### src/rtl/end_screen_drawer.sv
// Animated win/lose face on the background tile map: a top-down wipe, a hold with eye blinks, then a restart request on a jump press.
// Optional build macro END_SCREEN_AUTO_RESTART_EN adds a timed restart out of HOLD.
module end_screen_drawer #(
  parameter int ROWS         = 12,
  parameter int COLS         = 17,
  parameter int BDR          = 0,
  parameter int FACE         = 1,
  parameter int TICK_CYCLES  = 1250000,
  parameter int BLINK_PERIOD = 20,
  parameter int AUTO_TICKS   = 200
) (
  input  logic                              vga_clock,
  input  logic                              reset,
  input  logic                              start,
  input  logic                              win_mode,
  input  logic                              jump_button,
  output logic [ROWS-1:0][COLS-1:0][7:0]    background,
  output logic                              busy,
  output logic                              restart_req
);
  localparam int TW = (TICK_CYCLES > 1) ? $clog2(TICK_CYCLES) : 1;
  localparam int RW = $clog2(ROWS + 1);
  localparam int HW = $clog2(BLINK_PERIOD);
  localparam int C  = COLS / 2;

  typedef enum logic [1:0] {S_IDLE, S_WIPE, S_HOLD, S_EXIT} state_e;

  state_e          state_q, state_d;
  logic [TW-1:0]   cnt_q, cnt_d;
  logic [RW-1:0]   rows_q, rows_d;
  logic [HW-1:0]   hold_q, hold_d;
  logic            mode_q, mode_d;
  logic            jump_prev_q, jump_prev_d;
  logic            tick, jump_edge, blink;
`ifdef END_SCREEN_AUTO_RESTART_EN
  localparam int AW = $clog2(AUTO_TICKS + 1);
  logic [AW-1:0]   idle_q, idle_d;
`endif

  function automatic logic is_eye(input int r, input int c);
    return (r >= 1 && r <= 3) &&
           ((c >= C-6 && c <= C-4) || (c >= C+4 && c <= C+6));
  endfunction

  // Mouth tiles are symmetric about C, so match on distance from the centre column.
  function automatic logic is_mouth(input int r, input int c, input logic smile);
    int ad;
    ad = (c < C) ? C - c : c - C;
    if (smile)
      return ((r == 5 || r == 6) && ad == 5) || ((r == 7 || r == 8) && ad == 4) ||
             (r == 9 && ad == 3) || (r == 10 && ad <= 2);
    else
      return (r == 5 && ad <= 2) || (r == 6 && ad == 3) ||
             ((r == 7 || r == 8) && ad == 4) || ((r == 9 || r == 10) && ad == 5);
  endfunction

  assign tick      = (state_q != S_IDLE) && (cnt_q == TW'(TICK_CYCLES - 1));
  assign jump_edge = jump_button && !jump_prev_q;

  always_ff @(posedge vga_clock or posedge reset) begin
    if (reset) begin
      state_q     <= S_IDLE;
      cnt_q       <= '0;
      rows_q      <= '0;
      hold_q      <= '0;
      mode_q      <= 1'b0;
      jump_prev_q <= 1'b0;
`ifdef END_SCREEN_AUTO_RESTART_EN
      idle_q      <= '0;
`endif
    end else begin
      state_q     <= state_d;
      cnt_q       <= cnt_d;
      rows_q      <= rows_d;
      hold_q      <= hold_d;
      mode_q      <= mode_d;
      jump_prev_q <= jump_prev_d;
`ifdef END_SCREEN_AUTO_RESTART_EN
      idle_q      <= idle_d;
`endif
    end
  end

  always_comb begin
    state_d     = state_q;
    cnt_d       = cnt_q;
    rows_d      = rows_q;
    hold_d      = hold_q;
    mode_d      = mode_q;
    jump_prev_d = jump_button;
`ifdef END_SCREEN_AUTO_RESTART_EN
    idle_d      = idle_q;
`endif
    if (state_q != S_IDLE) cnt_d = tick ? '0 : cnt_q + 1'b1;
    case (state_q)
      S_IDLE: if (start) begin
        mode_d  = win_mode;
        rows_d  = '0;
        hold_d  = '0;
        cnt_d   = '0;
        state_d = S_WIPE;
      end
      S_WIPE: if (tick) begin
        rows_d = rows_q + 1'b1;
        if (rows_q == RW'(ROWS - 1)) begin
          state_d = S_HOLD;
`ifdef END_SCREEN_AUTO_RESTART_EN
          idle_d  = '0;
`endif
        end
      end
      S_HOLD: begin
        if (tick) hold_d = (hold_q == HW'(BLINK_PERIOD - 1)) ? '0 : hold_q + 1'b1;
`ifdef END_SCREEN_AUTO_RESTART_EN
        if (tick) idle_d = idle_q + 1'b1;
        if (jump_edge || (tick && idle_d == AW'(AUTO_TICKS))) state_d = S_EXIT;
`else
        if (jump_edge) state_d = S_EXIT;
`endif
      end
      default: state_d = S_IDLE;
    endcase
  end

  always_comb begin
    busy        = (state_q != S_IDLE);
    restart_req = (state_q == S_EXIT);
    blink       = (state_q == S_HOLD) && (hold_q == HW'(BLINK_PERIOD - 1));
    background  = '0;
    for (int r = 0; r < ROWS; r++)
      for (int c = 0; c < COLS; c++)
        background[r][c] =
          (((state_q == S_WIPE) ? (r < int'(rows_q)) : (state_q != S_IDLE)) &&
           ((is_eye(r, c) && !blink) || is_mouth(r, c, mode_q))) ? 8'(FACE) : 8'(BDR);
  end
endmodule

### config.mk
export PLATFORM = sky130hd
export DESIGN_NAME = end_screen_drawer
export DESIGN_NICKNAME = d
export VERILOG_FILES = /design/src/rtl/end_screen_drawer.sv
export SDC_FILE = /design/constraint.sdc
export NUM_CORES = 1
export LEC_CHECK = 0
export CORE_AREA = 2 2 637 639
export DETAILED_ROUTE_END_ITERATION = 16
export DIE_AREA = 0 0 639 641
export PLACE_DENSITY = 0.3
export SYNTH_ARGS = -nofsm -noshare
export SYNTH_HDL_FRONTEND = slang
export SYNTH_SLANG_ARGS = --single-unit
### constraint.sdc
create_clock -name vga_clock -period 3.1 [get_ports vga_clock]
set_input_delay 0.93 -clock vga_clock [delete_from_list [all_inputs] [get_ports vga_clock]]
set_output_delay 0.93 -clock vga_clock [all_outputs]
set_load 0.1 [all_outputs]
# Word-level counts from Yosys, hierarchy flattened
# Index checks and enable logic that the tools add are counted.
[word_totals] ff_bits=34 output_inout_bits=1634 wordCells=93 n_memories=0 latch_bits=0 romBits=0 ramBits=0
[classes] mux=40 eq_ne=11 n_div=0 n_mul=0 n_addsub=3 bitwise_logic=0 shifts=0 n_reduce_logical=24 n_lt_le_gt_ge=9
[ops] cell="$mux W21" count=4
[ops] cell="$mux W1" count=24
[ops] cell="$add A21 B1 Y21 const B" count=1
[ops] cell="$eq A21 B21 Y1 const B" count=1
[ops] cell="$mux W5" count=3
[ops] cell="$logic_and A1 B1 Y1" count=14
[ops] cell="$lt A3 B4 Y1 const A" count=3
[ops] cell="$lt A4 B4 Y1 const A" count=3
[ops] cell="$ne A2 B2 Y1 const B" count=5
[ops] cell="$pmux W5 S2" count=1
[ops] cell="$lt A2 B4 Y1 const A" count=2
[ops] cell="$mux W2" count=4
[ops] cell="$mux W4" count=2
[ops] cell="$pmux W4 S2" count=1
[ops] cell="$pmux W2 S3" count=1
[ops] cell="$reduce_and A3 Y1" count=2
[ops] cell="$reduce_bool A2 Y1" count=3
[ops] cell="$add A5 B1 Y5 const B" count=1
[ops] cell="$eq A5 B5 Y1 const B" count=1
[ops] cell="$add A4 B1 Y4 const B" count=1
[ops] cell="$eq A2 B2 Y1 const B" count=2
[ops] cell="$eq A4 B4 Y1 const B" count=1
[ops] cell="$lt A1 B4 Y1 const A" count=1
[ops] cell="$reduce_and A4 Y1" count=1
[ops] cell="other kinds (4)" count=5

# Depth between registers and ports, before layout
# Gate-level depths: netlist of run 1.
[depth] ltp_word=6 ltp_mapped=8 depth_no_buf=7

# Worst setup path after synthesis of run 1
# OpenSTA, ideal clock, no wires.
[synth_timing] kind="flip-flop to output port" startpoint="register state_q[0]" endpoint="output background[736] (netlist bit)" required_ps=2170 n_path_buf=1 arrival_time_ps=4687 slack_ps=-2517 stages_incl_launch_ff=7 path_cell_list="dfrtp_1 > inv_1 > ha_1 > inv_1 > nor2_1 > a211oi_1 > buf_4"
[synth_lines] item="from (decl)" line="28" text="state_e state_q, state_d;"
[synth_lines] item="from (signal assigned)" line="72" text="state_q <= state_d;"
[synth_lines] item="to (decl)" line="17" text="output logic [ROWS-1:0][COLS-1:0][7:0] background,"

==> summary.md, run 1 <==
| Metric | Value |
|---|---|
| Status | complete, no violations |
| CP Capture Type | output port |
| Final cell count without fillers | 7180 |
| Post-Route WL | 18000 um |
| Synth Instances | 1847 |
| Max-cap viol count | 0 |
| Iteration count of the initial detailed-routing pass | 7 |
| FF+latch count, synth | 34 |
| Row count | 233 |
| YS warnings | 0 |
| Cts hold-fix bufs | 0 |
| Initial antenna violation count | 0 |
| Clock Sinks | 34 |
| Most frequent cells in the layout | conb_1 (1588), buf_12 (47), dfrtp_1 (33) |
| Synth top area cells | buf_4 (86%), dfrtp_1 (6.0%), nor2_1 (1.1%), ha_1 (0.79%), xor2_1 (0.68%) |
| Flop2flop setup slack | 0.78 ns |
| Post-Syn Area | 14200 sq um |
| H-tree levels | 2 |
| Static Leak | 6.76 nW |
| First-pass GRT wire length | 17400 um |
| Fillers | 47.8k |
| Crit start category | register |
| Antenna-violating nets left | 0 |
| Number of synthesized flops with an enable pin | 0 |
| Netlist cell types | 47 |
| Initial Util | 3.53% |
| DRT iter0 DRCs | 82 |
| Final setup violation count | 0 |
| Peak Freq | 0.338 GHz |
| Num ports | 1639 |
| All-Layer GR Usage | 0.521% |
| CTS buffer count | 5 |
| Worst-Margin Slew | 0.646 ns |
| TNS Setup | 0 ns |
| Clk root buf | clkbuf_16 |
| Largest area contributor in the netlist | buf_4 |
| Clock slew seen by the registers of the worst setup and hold paths | 0.06 ns |
| CTS Buffer Depth | 2 |
| Ys async rst share | 100% |
| Max IR drop VDD | 0.202 mV |
| Worst hold path class | register to register |
| DR WL/cell | 2.51 um |
| Die area | 410000 sq um |
| Slew HR | 56.6% |
| Area growth, synth to finish | 13.2% |
| Final net count | 1906 |
| Drt drc | 0 |
| RePlAce Congestion | 0.593 |
| CTS tree | yes |
| Synth top area share | 85.6% |
| Fraction of layout cells with a size suffix above 1 | 5.76% |
| Vias | 5794 |
| RSZ-0062 raised after global routing | false |
| Crit path DAT | 2.03 ns |
| Vias in the first global route | 2797 |
| Grt ovf | 0 |
| PwrDens | 585 nW/um^2 |
| HPWL after DPL | 16900 um |
| Sequential area share after synthesis | 5.99% |
| Largest net degree at the start of global routing | 35 |
| Core ar. | 402000 sq um |
| Worst EP required | 2.17 ns |
| Kind of critical path | register to output port |
| Hold Slack | 0.496 ns |
| Clk_lat worst skew | 0.28 ns |
| Via density | 0.807 |
| Average size of a mapped cell | 7.69 sq um |
| Crit share post-route | 95.6% |
| Die width | 639 um |
| Clk_skew | 0.00516 ns |
| Diodes inserted | 0 |
| I/O Buffers | 50 |
| Final Max Slew Viols | 0 |
| Synth Flop Type | dfrtp_1 |
| Final hold violations | 0 |
| Crit Path Max Fanout | 12 |
| Inst Count DP | 7171 |
| Tmin final | 2.96 ns |
| Die height | 641 um |
| Commonest non-fill, non-tap cell in the layout | conb_1 |
==> kinds of logic (layout without fill, tap and decap cells) <==
logic type | count (synthesis) | after routing | share of synthesized area [%]
buffers and inverters | 1639 | 98 | 86.2
and+or+nand+nor | 107 | 107 | 3.86
DFF | 34 | 34 | 5.99
AOI/OAI and AO/OA | 33 | 33 | 1.63
xor gates and xnor gates | 19 | 19 | 1.17
adders and majority gates | 9 | 9 | 0.793
muxes | 5 | 5 | 0.370
other | 1 | 1588 | 0.0264
==> synthesized netlist by cell type (all sizes together), types with 4 or more instances <==
library cell / count
xor2: 11
xnor2: 8
nor3: 4
dfrtp: 34
a21oi: 5
ha: 9
nand3: 11
nand4: 5
and3: 6
o21ai: 6
nor2b: 4
buf: 1623
nor2: 40
inv: 14
nand2: 19
==> layer usage <==
metal | up-vias | wire length, um | track usage (%)
met5 | - | 0 | 0
met4 | 0 | 29 | 0.0549
met3 | 4 | 2500 | 0.0953
met2 | 674 | 11900 | 1.20
met1 | 2588 | 3660 | 0.451
li1 | 2528 | - | -
==> flip-flops by register name (all words and copies together), names as in the netlist <==
register / flops
mode_q: 1
rows_q: 4
hold_q: 5
state_q: 2
jump_prev_q: 1
cnt_q: 21
==> layout make-up <==
cell class / instances / area (sq um) / area share [%]
timing repair buffer: 76 / 1170 / 7.27
clock buffer: 5 / 125 / 0.779
tap: 5287 / 6620 / 41.2
clock inverter: 3 / 40.0 / 0.249
sequential: 34 / 852 / 5.30
multi-input combinational: 1761 / 7210 / 44.9
inverter: 14 / 56.3 / 0.350
==> worst max-delay path, cell delays in order, from the launching register on <==
cell and delay [ns]:
dfrtp_2 0.42, inv_2 0.08, ha_4 0.21, buf_4 0.18, nor2_2 0.19, nor2_1 0.07
buf_4 0.16, nor2_4 0.12, buf_12 0.15, buf_12 0.17
==> path summary, 6_finish.rpt <==
kind	startpoint	depth (start not counted)	end
max	state_q[0]$_DFFE_PP0P_	9	background[1424]
min	hold_q[4]$_DFFE_PP0P_	1	hold_q[4]$_DFFE_PP0P_
max reg2reg	state_q[0]$_DFFE_PP0P_	7	state_q[1]$_DFFE_PP0P_
min reg2reg	hold_q[4]$_DFFE_PP0P_	1	hold_q[4]$_DFFE_PP0P_
max in group asynchronous	reset	3	state_q[0]$_DFFE_PP0P_
min in group asynchronous	reset	3	mode_q$_DFFE_PP0P_
==> power breakdown <==
group,switching (mW),total [mW],internal [mW]
clock,0.197,0.573,0.376
sequential,0.000198,0.445,0.445
combinational,8.38,8.38,0.00693
==> per-stage QoR <==
stage                     utilization, %  worst slack, ns  power, mW  area, sq um
after floorplan                        -           -0.316       10.3        20400
after global placement              3.95            0.208       8.77        15900
after detailed placement            3.95            0.221       8.77        15900
after CTS                           3.99          0.00207       9.36        16100
after global routing                4.00           0.0244       9.57        16100
final                               4.00            0.138       9.40        16100
==> repair_timing <==
| action | 4_1_cts | 5_1_grt |
|---|---|---|
| cloned | 0 | 0 |
| buffers inserted | 1 | 0 |
| endpoints found under the setup margin | 21 | 23 |
| gates resized for setup | 2 | 4 |
Power figures use the tool's default switching activity.
==> inputs of run 2 (changes only) <==
--- a/config.mk
+++ b/config.mk
@@ -6,6 +6,7 @@
 export NUM_CORES = 1
 export LEC_CHECK = 0
 export CORE_AREA = 2 2 637 639
+export CTS_CLUSTER_DIAMETER = 40
 export DETAILED_ROUTE_END_ITERATION = 16
 export DIE_AREA = 0 0 639 641
 export PLACE_DENSITY = 0.3
==> results of run 2 <==
The final DEF is identical to that of run 1; final timing and power are the same.
==> inputs of run 3 (changes only) <==
--- a/config.mk
+++ b/config.mk
@@ -9,6 +9,7 @@
 export CTS_CLUSTER_DIAMETER = 40
 export DETAILED_ROUTE_END_ITERATION = 16
 export DIE_AREA = 0 0 639 641
+export MAX_ROUTING_LAYER = met4
 export PLACE_DENSITY = 0.3
 export SYNTH_ARGS = -nofsm -noshare
 export SYNTH_HDL_FRONTEND = slang
==> summary.md, run 3 (synthesis gave the netlist of run 1 again) <==
| Metric | Value |
|---|---|
| Cell Chain, Critical Path | inv_2, ha_4, buf_4, nor2_2, nor2_1, buf_4, nor2_4, buf_12, buf_12 |
| Crit Path Max Fanout | 12 (unchanged) |
| Initial Util | 3.53% (unchanged) |
| R2R Path End | state_q[1]$_DFFE_PP0P_ |
| Clock slew seen by the registers of the worst setup and hold paths | 0.06 ns (about the same) |
| Vias in the first global route | 2798 (+0.036%) |
| Status | complete, no violations |
| Crit path DAT | 2.03 ns (about the same) |
| CP max stage delay | 0.42 ns (about the same) |
| Final setup violation count | 0 (unchanged) |
| Clock Sinks | 34 (unchanged) |
| RePlAce Congestion | 0.597 (+0.73%) |
| CP Capture Type | output port |
| Area growth, synth to finish | 13.2% (unchanged) |
| Flop pwr share | 4.7% (about the same) |
| Final hold violations | 0 (unchanged) |
| Hold endpoint | hold_q[4]$_DFFE_PP0P_ |
| Pre-CTS setup slack | 0.221 ns (unchanged) |
| Static Leak | 6.76 nW (unchanged) |
| Fraction of layout cells with a size suffix above 1 | 5.76% (unchanged) |
| Initial antenna violation count | 0 (unchanged) |
| Met3 Use GR | 0.0953% (unchanged) |
| Met2 GRT Util | 1.20% (unchanged) |
| Clk root buf | clkbuf_16 |
| Slew HR | 56.6% (unchanged) |
| CTS Buffer Depth | 2 (unchanged) |
| Clk_skew | 0.00515 ns (-0.00000852 ns) |
| Final net count | 1906 (unchanged) |
| Final Max Slew Viols | 0 (unchanged) |
| Clock power frac | 6.1% (about the same) |
| TNS Setup | 0 ns (unchanged) |
| Die height | 641 um (unchanged) |
| Switching Fraction | 91.2% (about the same) |
| CTS tree | yes |
| Switch Pwr | 8.57 mW (about the same) |
| Cts hold-fix bufs | 0 (unchanged) |
| Num ports | 1639 (unchanged) |
| Antenna-violating nets left | 0 (unchanged) |
| Worst EP required | 2.17 ns (about the same) |
| Vias | 5795 (+0.017%) |
| Grt ovf | 0 (unchanged) |
| Drt drc | 0 (unchanged) |
| FF-to-FF path depth | 7 (unchanged) |
| Worst hold path class | register to register |
| Tot Pwr | 9.40 mW (about the same) |
| Die width | 639 um (unchanged) |
| Largest net degree at the start of global routing | 35 (unchanged) |
| Most frequent cells in the layout | conb_1 (1588), buf_12 (47), dfrtp_1 (33) |
| Via density | 0.807 (about the same) |
| HPWL after DPL | 16900 um (unchanged) |
| PwrDens | 585 nW/um^2 (about the same) |
| Iteration count of the initial detailed-routing pass | 6 (-1) |
| DR WL/cell | 2.51 um (about the same) |
| Post-Route WL | 18000 um (about the same) |
| Flop2flop setup slack | 0.78 ns (about the same) |
| Max FFs per register | 21 (unchanged) |
| Hold Path Cell Cnt | 1 (unchanged) |
| Tmin final | 2.96 ns (+0.000179 ns) |
| H-tree levels | 2 (unchanged) |
| Crit share post-route | 95.6% (about the same) |
| Biggest regs | cnt_q (21), hold_q (5), rows_q (4) |
| Diodes inserted | 0 (unchanged) |
| M1 GR Usage | 0.451% (unchanged) |
| All-Layer GR Usage | 0.536% (+0.015 points) |
| Peak Freq | 0.338 GHz (about the same) |
| Internal | 0.828 mW (about the same) |
| Max IR drop VDD | 0.202 mV (unchanged) |
| Crit start category | register |
| RSZ-0062 raised after global routing | false |
| Commonest non-fill, non-tap cell in the layout | conb_1 |
| Cell family with most CP delay | buffers and inverters |
| Worst reg2reg path startpoint | state_q[0]$_DFFE_PP0P_ |
| CTS buffer count | 5 (unchanged) |
| Hold Path Origin | hold_q[4]$_DFFE_PP0P_ |
| First-pass GRT wire length | 17400 um (about the same) |
| Worst Path Buf+Inv | 5 (unchanged) |
| Clk_lat worst skew | 0.28 ns (about the same) |
| Largest reg by FF count | cnt_q |
| I/O Buffers | 50 (unchanged) |
| GR peak layer | met2 |
| Comb pwr share | 89.2% (about the same) |
| Worst-Margin Slew | 0.646 ns (unchanged) |
| CP max-delay cell | dfrtp_2 |
| Core ar. | 402000 sq um (unchanged) |
| Die area | 410000 sq um (unchanged) |
| Row count | 233 (unchanged) |
| DRT iter0 DRCs | 82 (unchanged) |
| Kind of critical path | register to output port |
| Setup WS post-layout | 0.138 ns (-0.000179 ns) |
| Max-cap viol count | 0 (unchanged) |
[run 3: cell counts in the layout (fill, tap and decap cells not counted)]
Identical to the previous run, type by type.
[run 3: area by class of cell]
| type | instances | area [sq um] |
|---|---|---|
| Clock buffer | 5 | 125 |
| Clock inverter | 3 | 40.0 |
| Fill cell | 47800 | 386000 |
| Inverter | 14 | 56.3 |
| Multi-Input combinational cell | 1761 | 7210 |
| Sequential cell | 34 | 852 |
| Tap cell | 5287 | 6620 |
| Timing Repair Buffer | 76 | 1170 |
[run 3: what timing repair did]
item / CTS / global route
endpoints found under the setup margin: 21 / 23
resized for setup: 2 / 4
setup buffers: 1 / 0
[run 3: how the worst max path moves through the flow]
stage / start / end / slack (ns) / depth (start not counted)
global route: state_q[0]$_DFFE_PP0P_ / background[1424] / 0.02 / 9
finish: state_q[0]$_DFFE_PP0P_ / background[1424] / 0.14 / 9
detailed placement: state_q[0]$_DFFE_PP0P_ / background[1264] / 0.22 / 8
global placement: jump_button / state_q[1]$_DFFE_PP0P_ / 0.21 / 7
CTS: state_q[0]$_DFFE_PP0P_ / background[232] / 0.002 / 8
floorplan: state_q[0]$_DFFE_PP0P_ / background[736] / -0.32 / 6
[run 3: stage by stage]
stage / instances / hold WS, ns / area (sq um) / util (%)
finish: 7180 / 0.496 / 16100 / 4.00
CTS: 7180 / 0.496 / 16100 / 3.99
global route: 7180 / 0.529 / 16100 / 4.00
detailed placement: 7171 / 0.485 / 15900 / 3.95
global placement: 7171 / 0.497 / 15900 / 3.95
floorplan: 3434 / 0.445 / 20400 / -
[run 3: routing by layer]
metal	wire, um	vias up
met5	0	-
met4	23	0
met3	2500	4
met2	11900	674
met1	3660	2589
li1	-	2528
[run 3: power groups by stage]
stage | combinational (mW) | clock, mW | sequential [mW]
after floorplan | 9.88 | 0 | 0.453
after global placement | 8.32 | 0 | 0.453
after detailed placement | 8.32 | 0 | 0.453
after CTS | 8.32 | 0.592 | 0.445
after global routing | 8.51 | 0.616 | 0.444
final | 8.38 | 0.573 | 0.445
